**config.mk**
```make
export PLATFORM = sky130hd
export DESIGN_NAME = riscv_pc_unit
export DESIGN_NICKNAME = d
export VERILOG_FILES = /design/src/rtl/riscv_pc_unit.sv
export SDC_FILE = /design/constraint.sdc
export NUM_CORES = 1
export LEC_CHECK = 0
export BUFFER_PORTS_ARGS = -buffer_cell sky130_fd_sc_hd__buf_2
export CAP_MARGIN = 20
export CELL_PAD_IN_SITES_DETAIL_PLACEMENT = 1
export CELL_PAD_IN_SITES_GLOBAL_PLACEMENT = 1
export CORE_MARGIN = 4
export CORE_UTILIZATION = 42
export DETAILED_ROUTE_END_ITERATION = 7
export PLACE_DENSITY_LB_ADDON = 0.1
export SKIP_LAST_GASP = 1
export SLEW_MARGIN = 20
export SYNTH_ARGS = -nofsm -noshare
export SYNTH_HDL_FRONTEND = slang
export SYNTH_SLANG_ARGS = --single-unit
```
**constraint.sdc**
```tcl
create_clock -name clk -period 5 [get_ports clk]
set_clock_uncertainty 0.2 [all_clocks]
set_input_delay 1 -clock clk [delete_from_list [all_inputs] [get_ports clk]]
set_output_delay 1 -clock clk [all_outputs]
set_load 0.005 [all_outputs]
```
**src/rtl/riscv_pc_unit.sv**
```systemverilog
`default_nettype none
// ============================================================================
// Module      : riscv_pc_unit
// Description : Program counter with prioritised redirects (trap > mret >
//               jump > branch), a one-entry pending-redirect slot for stalls,
//               and jump/branch target alignment fault reporting.
// Revision    : 1.0 - initial release
// ============================================================================
module riscv_pc_unit #(
    parameter int                          WORD_LENGTH  = 32,
    parameter int                          PC_OFFSET    = 4,
    parameter logic [WORD_LENGTH-1:0]      RESET_VECTOR = '0,
    parameter int                          IALIGN       = 4,   // 2 or 4
    parameter int                          PC_SEL_WIDTH = 2,
    parameter logic [PC_SEL_WIDTH-1:0]     PC_ALU       = PC_SEL_WIDTH'(1),
    parameter logic [PC_SEL_WIDTH-1:0]     PC_B_TARGET  = PC_SEL_WIDTH'(2)
) (
    input  logic                    clk,
    input  logic                    reset,
    input  logic                    stall,
    input  logic [PC_SEL_WIDTH-1:0] pc_sel,
    input  logic [WORD_LENGTH-1:0]  alu_out,
    input  logic [WORD_LENGTH-1:0]  imm_b_sext,
    input  logic                    br_flag,
    input  logic                    trap_req,
    input  logic [WORD_LENGTH-1:0]  trap_vec,
    input  logic                    mret_req,
    input  logic [WORD_LENGTH-1:0]  mepc,
    output logic [WORD_LENGTH-1:0]  pc_out,
    output logic [WORD_LENGTH-1:0]  pc_plus4,
    output logic                    fetch_valid,
    output logic                    redirect_pending,
    output logic                    misalign_flag,
    output logic [WORD_LENGTH-1:0]  misalign_addr
);

    localparam logic [WORD_LENGTH-1:0] c_PC_INC     = WORD_LENGTH'(PC_OFFSET);
    localparam logic [WORD_LENGTH-1:0] c_ALIGN_MASK = WORD_LENGTH'(IALIGN - 1);
    localparam logic [WORD_LENGTH-1:0] c_TRAP_MASK  = ~WORD_LENGTH'(3);

    // Redirect priority classes; larger value wins.
    localparam logic [1:0] c_CLS_BR   = 2'd0;
    localparam logic [1:0] c_CLS_JMP  = 2'd1;
    localparam logic [1:0] c_CLS_MRET = 2'd2;
    localparam logic [1:0] c_CLS_TRAP = 2'd3;

    logic [WORD_LENGTH-1:0] r_pc;
    logic [WORD_LENGTH-1:0] r_pend_tgt;
    logic [1:0]             r_pend_cls;
    logic                   r_pend_valid;
    logic                   r_fetch_valid;
    logic                   r_misalign_flag;
    logic [WORD_LENGTH-1:0] r_misalign_addr;

    logic [WORD_LENGTH-1:0] w_pc_plus;
    logic                   w_live_valid;
    logic                   w_live_chk;
    logic [1:0]             w_live_cls;
    logic [WORD_LENGTH-1:0] w_live_tgt;
    logic                   w_misalign;
    logic                   w_live_wins;

    assign w_pc_plus = r_pc + c_PC_INC;

    always_comb begin
        w_live_valid = 1'b0;
        w_live_chk   = 1'b0;
        w_live_cls   = c_CLS_BR;
        w_live_tgt   = w_pc_plus;
        if (trap_req) begin
            // Direct mode only: the mtvec mode bits are dropped.
            w_live_valid = 1'b1;
            w_live_cls   = c_CLS_TRAP;
            w_live_tgt   = trap_vec & c_TRAP_MASK;
        end else if (mret_req) begin
            w_live_valid = 1'b1;
            w_live_cls   = c_CLS_MRET;
            w_live_tgt   = mepc;
        end else if (pc_sel == PC_ALU) begin
            w_live_valid = 1'b1;
            w_live_chk   = 1'b1;
            w_live_cls   = c_CLS_JMP;
            w_live_tgt   = alu_out;
        end else if ((pc_sel == PC_B_TARGET) && br_flag) begin
            w_live_valid = 1'b1;
            w_live_chk   = 1'b1;
            w_live_cls   = c_CLS_BR;
            w_live_tgt   = r_pc + imm_b_sext;
        end
    end

    assign w_misalign  = w_live_chk && (|(w_live_tgt & c_ALIGN_MASK));
    // Live redirect beats the pending slot on ties, both when capturing and when resolving.
    assign w_live_wins = w_live_valid && !w_misalign
                         && (!r_pend_valid || (w_live_cls >= r_pend_cls));

    always_ff @(negedge clk or posedge reset) begin
        if (reset) begin
            r_pc            <= RESET_VECTOR;
            r_pend_tgt      <= '0;
            r_pend_cls      <= c_CLS_BR;
            r_pend_valid    <= 1'b0;
            r_fetch_valid   <= 1'b0;
            r_misalign_flag <= 1'b0;
            r_misalign_addr <= '0;
        end else if (!r_fetch_valid) begin
            r_fetch_valid <= 1'b1;
            r_pc          <= RESET_VECTOR;
        end else begin
            r_misalign_flag <= w_misalign;
            if (w_misalign) begin
                r_misalign_addr <= w_live_tgt;
            end
            if (stall) begin
                if (w_live_wins) begin
                    r_pend_valid <= 1'b1;
                    r_pend_tgt   <= w_live_tgt;
                    r_pend_cls   <= w_live_cls;
                end
            end else begin
                r_pend_valid <= 1'b0;
                if (w_live_wins) begin
                    r_pc <= w_live_tgt;
                end else if (r_pend_valid) begin
                    r_pc <= r_pend_tgt;
                end else if (!w_misalign) begin
                    r_pc <= w_pc_plus;
                end
            end
        end
    end

    assign pc_out           = r_pc;
    assign pc_plus4         = w_pc_plus;
    assign fetch_valid      = r_fetch_valid;
    assign redirect_pending = r_pend_valid;
    assign misalign_flag    = r_misalign_flag;
    assign misalign_addr    = r_misalign_addr;

endmodule
`default_nettype wire

```
==> results.yml, run 1 <==
clock_network:
  clock_path_buffers: 2
  h-tree-depth: 3
  holdBufCountCts: 0
  cts.root.buffer_cell: "clkbuf_16"
  cts_setup_buffers: 109
  cts_made_buffers: 9
  numClockSinks: 101
  cts_resized: 380
yosys:
  syn-num-nets: 1154
  synthCells: 983
  synth_cell_types: 84
  syn_avg_cell_area_sq_um: 8.19
  synth_top_area_share: 0.314
  seq_area_frac_synth: 0.314
  ys_ff_latch: 101
  yosysTopAreaCell: "dfrtn_1"
  syn_area_sq_um: 8050
  yosysWarnings: 0
  synthTopCellsByArea: "dfrtn_1 31%, nand2_1 6.0%, ha_1 5.3%"
  async_flop_share: 1.00
  synth_ff_type: "dfrtn_1"
  synth_edf_count: 0
placement:
  post-dp-hpwl_microns: 37400
  place_ws_ps: -1500
  gp_congestion: 0.966
  io_buffers: 232
  dp.cells: 1683
floorplan:
  row_count: 50
  ios: 235
  start_util: 0.429
  die_width_microns: 146
  die_h_microns: 146
run_status:
  error: "[ERROR DPL-0033] detailed placement checks failed during check placement."
  outcome: "did not finish"
  failed_stage: "4_1_cts"
-- cells by family after synthesis --
group | after synthesis | synth area share
compound gates | 353 | 0.298
xor+xnor | 42 | 0.0457
simple gates | 335 | 0.200
fa+ha+maj | 35 | 0.0553
flops | 101 | 0.314
mux | 34 | 0.0451
other cells | 1 | 0.000466
buf+inv | 82 | 0.0416
-- synth_stat cells, drive strengths merged (6+ instances only) --
master and count:
nand2b 16, mux2 18, o211ai 13, a221o 12
ha 34, a21oi 66, nand4 14, mux2i 16
a211o 6, a221oi 12, a31oi 11, clkbuf 40
a22oi 11, nor3 18, nor2 80, a211oi 24
or3 6, and3 13, nand2 128, a21o 17
o221ai 12, buf 24, xor2 16, o31ai 18
nand3 28, dfrtn 101, nor2b 8, o22ai 11
inv 16, o21ai 90, xnor2 26
-- through the flow --
step                hold slack [ps]  utilization  TNS (ps)  cell area, sq um
floorplan                       210            -    -85280              8780
global placement                222        0.650   -120650             12200
detailed placement              241        0.650   -130810             12200
==> run 2, diff against run 1 <==
Settings changed: CELL_PAD_IN_SITES_DETAIL_PLACEMENT 1 to unset, CELL_PAD_IN_SITES_GLOBAL_PLACEMENT 1 to unset, CORE_UTILIZATION 42 to 39, PLACE_DENSITY_LB_ADDON 0.1 to 0.15.
==> run 2 against run 1 <==
  * The flow now finishes, with violations (negative setup slack)
  * Synthesized area did not move
  * Synthesized cell count stayed put
==> results.yml, run 2 <==
run_status:
  outcome: "complete, but fails checks"
  violations: "negative setup slack"
sta:
  setup_ws_ps: -933
  max_freq_mhz: 169
  max_slew.worst_pin.slew_ps: 652
  slew_headroom: 0.560
  grt_setup_unrepaired: "true"
  report.final.hold_viol_count: 0
  period_minus_slack_ps: 5930
  slew_viol_final: 0
  setup_viol: 130
  fin_crit_sh: 1.19
yosys:
  syn_avg_cell_area_sq_um: 8.19
  yosysWarnings: 0
  synth_ff_type: "dfrtn_1"
  post-synth-top-count-cell: "nand2_1"
  synthTopCellsByArea: "dfrtn_1 31%, nand2_1 6.0%, ha_1 5.3%"
  synth_edf_count: 0
  seq_area_frac_synth: 0.314
  synth_cell_types: 84
  synth_top_area_share: 0.314
  synth_common_cells: "128 x nand2_1, 101 x dfrtn_1, 85 x o21ai_0, 78 x nor2_1, 66 x a21oi_1"
  syn_area_sq_um: 8050
  syn-num-nets: 1154
  ys_ff_latch: 101
  synthCells: 983
  yosysTopAreaCell: "dfrtn_1"
  async_flop_share: 1.00
floorplan:
  die_width_microns: 152
  design.core.area_sq_um: 20300
  start_util: 0.397
  row_count: 52
  die_h_microns: 152
  ios: 235
  dieArea_sq_um: 23000
power:
  p_clk_frac: 0.190
  p_sw_frac: 0.389
  ir_drop_uv: 176
  p_leak_nw: 7.58
  combPwrFrac: 0.532
  sequentialPowerShare: 0.278
  p_sw_mw: 1.64
  p_int_mw: 2.58
  p_per_area_nw_per_um2: 267
setup_path:
  path_depth: 38
  cp-end-kind: "flip-flop"
  crit_top_cell: "buf_4"
  r2r_cells: 38
  crit_type: "reg2reg"
  critPathRequiredTime_ps: 7510
  worstPathArrival_ps: 8440
  critical_path.top_delay_family: "buffers and inverters"
  crit_buf_inv: 32
  critPathLaunchType: "flip-flop"
  cp_max_fo: 5
  crit_slowest_cell: "dfrtn_1"
  slowest_delay_ps: 490
routing:
  vias_per_cell: 6.04
  drtPass1Iterations: 8
  route.detailed.drc: 0
  drt-initial-drc-count: 943
  wl_microns: 45500
  vias: 11200
  final_antenna_net_count: 0
  wire_per_inst_microns: 24.5
grt:
  gr-usage-met1: 0.471
  grtUsageMet2: 0.589
  grt_overflow: 0
  grt_busiest_layer: "met2"
  use_met3: 0.0833
  grt_pass1_vias: 10900
  grt_usage: 0.370
  grt_max_degree: 42
  antenna_found_initial: 2
  grt_pass1_wl_microns: 63400
finish:
  final_cell_mix: "322 x buf_4, 226 x buf_2, 101 x dfrtn_1"
  drive_gt1_frac: 0.628
  design_area_sq_um: 15800
  fill_cells: 1393
  diodes: 0
  final_common_cell: "buf_4"
  area_growth_pct: 96.8
  post-route-util: 0.781
  nets: 1752
placement:
  dpl_cell_area_sq_um: 12200
  post-dp-hpwl_microns: 30400
  place_ws_ps: -1580
  gp_congestion: 0.995
  io_buffers: 232
hold_path:
  hp-class: "reg2reg"
  holdPathStages: 2
clock_network:
  cts_made_buffers: 9
  cts_tree: "built"
  cts.root.buffer_cell: "clkbuf_16"
  clkTransAtPathRegs_ps: 60
  clock_path_buffers: 2
  numClockSinks: 101
  holdBufCountCts: 0
  h-tree-depth: 3
  clk_latency_ps: 360
flow_run:
  cap_violations: 0
==> run 2: cell counts after synthesis <==
Identical to the previous run, type by type.
==> run 2: cell families (layout without fill, tap and decap cells) <==
| group | after synthesis | after routing | synth area share |
|---|---|---|---|
| compound gates | 353 | 353 | 0.298 |
| simple gates | 335 | 335 | 0.200 |
| flops | 101 | 101 | 0.314 |
| buf+inv | 82 | 685 | 0.0416 |
| xor+xnor | 42 | 42 | 0.0457 |
| fa+ha+maj | 35 | 35 | 0.0553 |
| mux | 34 | 34 | 0.0451 |
| other cells | 1 | 1 | 0.000466 |
==> run 2: power groups by stage <==
stage	sequential (mW)	combinational, mW	clock (mW)
after floorplan	1.16	0.824	0
after global placement	1.15	1.64	0
after detailed placement	1.15	1.65	0
after CTS	1.14	1.98	0.808
after global routing	1.19	2.38	0.833
final	1.17	2.25	0.802
==> run 2: routing by layer <==
metal / up-vias / wire length, microns
li1: 4879 / -
met1: 5476 / 17500
met2: 696 / 21100
met3: 163 / 4420
met4: 4 / 2470
met5: - / 26
==> run 2: final timing paths <==
check	from	end	slack, ps
setup / recovery	pc_out[12]$_DFFE_NP0P_	pc_out[27]$_DFFE_NP0P_	-930
hold / removal	misalign_addr[21]$_DFFE_NP0P_	misalign_addr[21]$_DFFE_NP0P_	230
setup reg to reg	pc_out[12]$_DFFE_NP0P_	pc_out[27]$_DFFE_NP0P_	-930
hold reg to reg	misalign_addr[21]$_DFFE_NP0P_	misalign_addr[21]$_DFFE_NP0P_	230
max in group asynchronous	reset	pc_out[15]$_DFFE_NP0P_	1180
min in group asynchronous	reset	misalign_addr[4]$_DFFE_NP0P_	2820
==> run 2: worst min-delay path, stage by stage (launching register included) <==
cell     delay, ps
dfrtn_1        410
nand2_1         60
o21ai_2         50
==> run 2: what timing repair did <==
| item | 4_1_cts | 5_1_grt |
|---|---|---|
| endpoints found under the setup margin | 127 | 129 |
| gates resized for setup | 296 | 170 |
| pin swaps | 175 | 117 |
| cloned | 8 | 1 |
| setup buffers | 90 | 43 |
==> run 2: final cells by class <==
| class | instances | area (sq um) | area share |
|---|---|---|---|
| multi-input cells | 800 | 7560 | 0.477 |
| repair buffers | 651 | 5030 | 0.317 |
| flip-flops and latches | 101 | 2530 | 0.159 |
| well taps | 270 | 338 | 0.0213 |
| clock buffers | 11 | 233 | 0.0147 |
| clock inverters | 5 | 83.8 | 0.00529 |
| inverters | 18 | 71.3 | 0.00450 |
==> run 2: through the flow <==
stage / cells / hold WS (ps) / setup TNS [ps] / total power, mW
3_5_place_dp: 1719 / 228 / -117970 / 2.80
6_report: 1856 / 231 / -86910 / 4.22
3_3_place_gp: 1719 / 221 / -115200 / 2.78
4_1_cts: 1825 / 229 / -76470 / 3.93
5_1_grt: 1856 / 257 / -94130 / 4.40
2_1_floorplan: 983 / 210 / -85280 / 1.99
Note: power is estimated with default switching activity, not from simulation.
==> run 3, diff against run 2 <==
Settings changed: MAX_ROUTING_LAYER set to met4.
==> run 3 against run 2 <==
  * The run still ends with negative setup slack left
  * Clock power increased by 0.6%
  * Flip-flop and latch count unchanged
  * Core utilization is 0.68 points lower
  * First-iteration DRC count up 9.2%
  * Global-route usage increased by 1.6 points
  * Wire length decreased by 1.3%
  * Worst setup slack better by 120 ps
  * Critical path depth is 32 lower
  * Die area unchanged
  * Via count decreased by 2.5%
  * Combinational power about the same
  * Clock-buffer cell count is 1 lower
==> results.yml, run 3 (synthesis results as in run 2) <==
power:
  p_int_mw: 2.57
  p_leak_nw: 7.51
  p_sw_mw: 1.62
  p_clk_frac: 0.192
  sequentialPowerShare: 0.280
  ir_drop_uv: 186
  p_per_area_nw_per_um2: 267
  combPwrFrac: 0.528
  p_sw_frac: 0.387
sta:
  setup_viol: 128
  max_slew.worst_pin.slew_ps: 987
  slew_viol_final: 0
  slew_headroom: 0.340
  grt_setup_unrepaired: "true"
  report.final.hold_viol_count: 0
  setup_ws_ps: -818
placement:
  dp.cells: 1727
  post-dp-hpwl_microns: 30900
  io_buffers: 232
  dpl_cell_area_sq_um: 12300
  gp_congestion: 0.986
floorplan:
  start_util: 0.397
  die_width_microns: 152
  design.core.area_sq_um: 20300
  dieArea_sq_um: 23000
  row_count: 52
  die_h_microns: 152
  ios: 235
grt:
  grt_max_degree: 74
  grt_usage: 0.386
  grt_overflow: 0
  grt_pass1_wl_microns: 64600
  grt_pass1_vias: 10900
  antenna_found_initial: 1
clock_network:
  cts.root.buffer_cell: "clkbuf_16"
  clkTransAtPathRegs_ps: 50
  numClockSinks: 101
  clock_path_buffers: 2
  cts_made_buffers: 9
  h-tree-depth: 3
  clk_latency_ps: 360
  holdBufCountCts: 0
  cts_tree: "built"
run_status:
  violations: "negative setup slack"
  outcome: "complete, but fails checks"
routing:
  vias_per_cell: 5.90
  wire_per_inst_microns: 24.2
  drtPass1Iterations: 5
  drt-initial-drc-count: 1030
  route.detailed.drc: 0
  final_antenna_net_count: 0
  wl_microns: 44900
  vias: 10900
setup_path:
  cp_max_fo: 5
  cp-end-kind: "primary output"
  critPathRequiredTime_ps: 3800
  crit_slowest_cell: "dfrtn_1"
  critPathLaunchType: "flip-flop"
  slowest_delay_ps: 480
  crit_type: "reg2out"
  worstPathArrival_ps: 4620
  path_cells: "nand4_1 -> nor4_4 -> buf_6 -> and4_4 -> xor2_2 -> buf_2"
finish:
  finalNonFillerCells: 1856
  area_growth_pct: 95.1
  final_common_cell: "buf_4"
  drive_gt1_frac: 0.629
  final_cell_mix: "338 x buf_4, 225 x buf_2, 101 x dfrtn_1"
  design_area_sq_um: 15700
  nets: 1752
  post-route-util: 0.774
  fill_cells: 1419
flow_run:
  cap_violations: 0
hold_path:
  hp-class: "reg2reg"
## run 3: layout make-up
type / instances / area (sq um) / area share
antenna: 1 / 2.50 / 0.000159
inverter: 18 / 71.3 / 0.00454
multi-input combinational: 800 / 7490 / 0.477
clock buffer: 10 / 239 / 0.0152
clock inverter: 5 / 82.6 / 0.00526
sequential: 101 / 2530 / 0.161
tap: 270 / 338 / 0.0215
timing repair buffer: 651 / 4960 / 0.316
## run 3: repair_timing
action / in CTS / in global routing
gates resized for setup: 266 / 165
gates cloned: 9 / 1
pin swaps: 140 / 105
setup endpoints to repair: 127 / 129
hold endpoints to repair: 0 / 0
setup buffers: 95 / 32
## run 3: layer usage
layer / vias to the layer above / track usage / part of all wire
li1: 4879 / - / -
met4: 0 / 0.150 / 0.038
met1: 5337 / 0.503 / 0.41
met5: - / - / 0
met3: 116 / 0.0750 / 0.094
met2: 611 / 0.597 / 0.46
## run 3: stage by stage
stage / setup WS (ps) / setup TNS (ps) / total power [mW] / hold slack [ps]
global placement: -1480 / -114430 / 2.81 / 223
detailed placement: -1460 / -116100 / 2.82 / 228
global route: -873 / -89670 / 4.38 / 245
finish: -818 / -82120 / 4.20 / 223
floorplan: -1030 / -85280 / 1.99 / 210
CTS: -816 / -79540 / 3.96 / 228
## run 3: power by group through the flow
stage	Sequential [mW]	Combinational (mW)	Clock (mW)
after floorplan	1.16	0.824	0
after global placement	1.15	1.66	0
after detailed placement	1.15	1.67	0
after CTS	1.15	2.00	0.810
after global routing	1.19	2.34	0.844
final	1.17	2.22	0.807
## run 3: critical path, delay by kind of cell (launching register included)
kind / cells / cell delay [ps]
AND/OR/NAND/NOR: 3 / 670
flip-flops: 1 / 480
buffers and inverters: 2 / 350
XOR/XNOR: 1 / 240
## run 3: worst paths after layout
path                                                start                           end  slack (ps)  depth (start not counted)
min in group asynchronous                           reset  misalign_addr[0]$_DFFE_NP0P_        2920                          3
worst max-delay path               pc_out[12]$_DFFE_NP0P_                  pc_plus4[29]        -820                          6
worst min register to register  misalign_flag$_DFFE_NP0P_     misalign_flag$_DFFE_NP0P_         220                          1
max in group asynchronous                           reset        pc_out[12]$_DFFE_NP0P_        1250                          3
worst max register to register     pc_out[12]$_DFFE_NP0P_        pc_out[27]$_DFFE_NP0P_        -750                         37
worst min-delay path            misalign_flag$_DFFE_NP0P_     misalign_flag$_DFFE_NP0P_         220                          1
==> run 4, diff against run 3 <==
Clock period 5 ns to 7.5 ns, I/O delays scaled along.
==> run 4 against run 3 <==
  * The flow still finishes with violations (negative setup slack)
  * Clock-buffer cell count fell by 1
  * Combinational power is 47% lower
  * Total power fell by 43%
  * Critical endpoint is now pc_out[18]$_DFFE_NP0P_
==> results.yml, run 4 (synthesis results as in run 2) <==
floorplan:
  die_h_microns: 152
  design.core.area_sq_um: 20300
  start_util: 0.397
  ios: 235
  dieArea_sq_um: 23000
  die_width_microns: 152
  row_count: 52
sta:
  fin_worst_hold_slack_ps: 223
  report.final.hold_viol_count: 0
  setup_viol: 14
  max_slew.worst_pin.slew_ps: 1110
  slew_viol_final: 0
  slew_headroom: 0.257
  grt_setup_unrepaired: "true"
  setup_ws_ps: -80.5
finish:
  post-route-util: 0.638
  fill_cells: 1816
  final_cell_mix: "254 x buf_4, 227 x buf_2, 124 x nand2_1"
  nets: 1611
  multi_input_area_sq_um: 6240
  area_growth_pct: 60.9
  finalNonFillerCells: 1716
  drive_gt1_frac: 0.481
  seqCellArea_sq_um: 2530
  final_common_cell: "buf_4"
placement:
  dp.cells: 1657
  io_buffers: 232
  place_ws_ps: -572
  post-dp-hpwl_microns: 28600
  gp_congestion: 1.02
clock_network:
  h-tree-depth: 3
  clock_path_buffers: 2
  cts.root.buffer_cell: "clkbuf_16"
  numClockSinks: 101
  clkTransAtPathRegs_ps: 50
  cts_tree: "built"
  cts_made_buffers: 9
  holdBufCountCts: 0
  clk_latency_ps: 360
setup_path:
  r2r_cells: 15
  cp_max_fo: 5
  ff2ff_setup_slack_ps: 4290
  critPathLaunchType: "input pin"
  worstPathArrival_ps: 4000
  cp-end-kind: "flip-flop"
  critPathRequiredTime_ps: 3920
  r2r-end: "misalign_addr[18]$_DFFE_NP0P_"
  worst_r2r_startpoint: "pc_out[4]$_DFFE_NP0P_"
  crit_type: "in2reg"
run_status:
  outcome: "complete, but fails checks"
  violations: "negative setup slack"
routing:
  drtPass1Iterations: 5
  drt-initial-drc-count: 771
  wire_per_inst_microns: 22.1
  vias: 9898
  final_antenna_net_count: 0
  vias_per_cell: 5.77
  route.detailed.drc: 0
  wl_microns: 38000
hold_path:
  hp-class: "reg2reg"
  holdPathStages: 2
  hp-start: "misalign_addr[23]$_DFFE_NP0P_"
  hold_end: "misalign_addr[23]$_DFFE_NP0P_"
grt:
  grt_overflow: 0
  antenna_found_initial: 1
  grt_usage: 0.327
  grt_pass1_vias: 9403
  grt_max_degree: 102
  grt_pass1_wl_microns: 55000
power:
  finalPower_mw: 2.40
  p_leak_nw: 6.35
  ir_drop_uv: 113
  p_per_area_nw_per_um2: 185
flow_run:
  cap_violations: 0
-- run 4: cell types whose count changed in the layout (fill, tap and decap cells not counted), sizes merged --
cell,change
buf,-142
inv,+3
bufinv,-2
clkinvlp,+1
-- run 4: cell type report --
class                           instances  share of cell area
Clock inverter                          7             0.00425
Multi-Input combinational cell        800               0.482
Sequential cell                       101               0.195
Antenna cell                            1            0.000193
Inverter                               18             0.00550
Clock buffer                            9              0.0174
Timing Repair Buffer                  510               0.270
Tap cell                              270              0.0261
-- run 4: metal layers --
metal	part of all wire	vias up	global-route usage
met5	0	-	-
met4	0.029	0	0.0867
met3	0.074	63	0.0479
met2	0.46	441	0.508
met1	0.44	4801	0.450
li1	-	4593	-
-- run 4: worst max-delay path, cell delays in order --
cell and delay, ps:
buf_6 100, ha_4 150, fa_2 370, a211oi_4 310, o21ai_4 120, nand3_4 110, a31oi_4 150, buf_4 180
buf_6 110, xnor2_2 120, a2111oi_2 290, a211oi_1 90, buf_4 180, o31ai_1 210
-- run 4: power breakdown --
| group | total, mW | internal [mW] | leakage (nW) | switching [mW] |
|---|---|---|---|---|
| sequential | 0.758 | 0.678 | 1.30 | 0.0802 |
| clock | 0.473 | 0.231 | 0.139 | 0.242 |
| combinational | 1.17 | 0.564 | 4.91 | 0.604 |
-- run 4: how the worst max path moves through the flow --
stage	start	to	slack, ps
after floorplan	pc_sel[0]	pc_out[19]$_DFFE_NP0P_	-280
after global placement	imm_b_sext[5]	pc_out[27]$_DFFE_NP0P_	-560
after detailed placement	imm_b_sext[0]	pc_out[15]$_DFFE_NP0P_	-570
after CTS	imm_b_sext[1]	pc_out[31]$_DFFE_NP0P_	-60
after global routing	imm_b_sext[0]	pc_out[22]$_DFFE_NP0P_	-160
final	imm_b_sext[0]	pc_out[18]$_DFFE_NP0P_	-80
-- run 4: repair_timing --
action | in CTS | in global routing
gates resized for setup | 71 | 111
gates cloned | 0 | 2
endpoints found under the setup margin | 74 | 84
pin swaps | 33 | 75
buffers inserted | 16 | 27
-- run 4: stage by stage --
| step | instance area (sq um) | TNS, ps |
|---|---|---|
| finish | 13000 | -661 |
| detailed placement | 11300 | -33850 |
| global placement | 11300 | -33050 |
| global route | 13000 | -2990 |
| floorplan | 8320 | -9200 |
| CTS | 12200 | -443 |
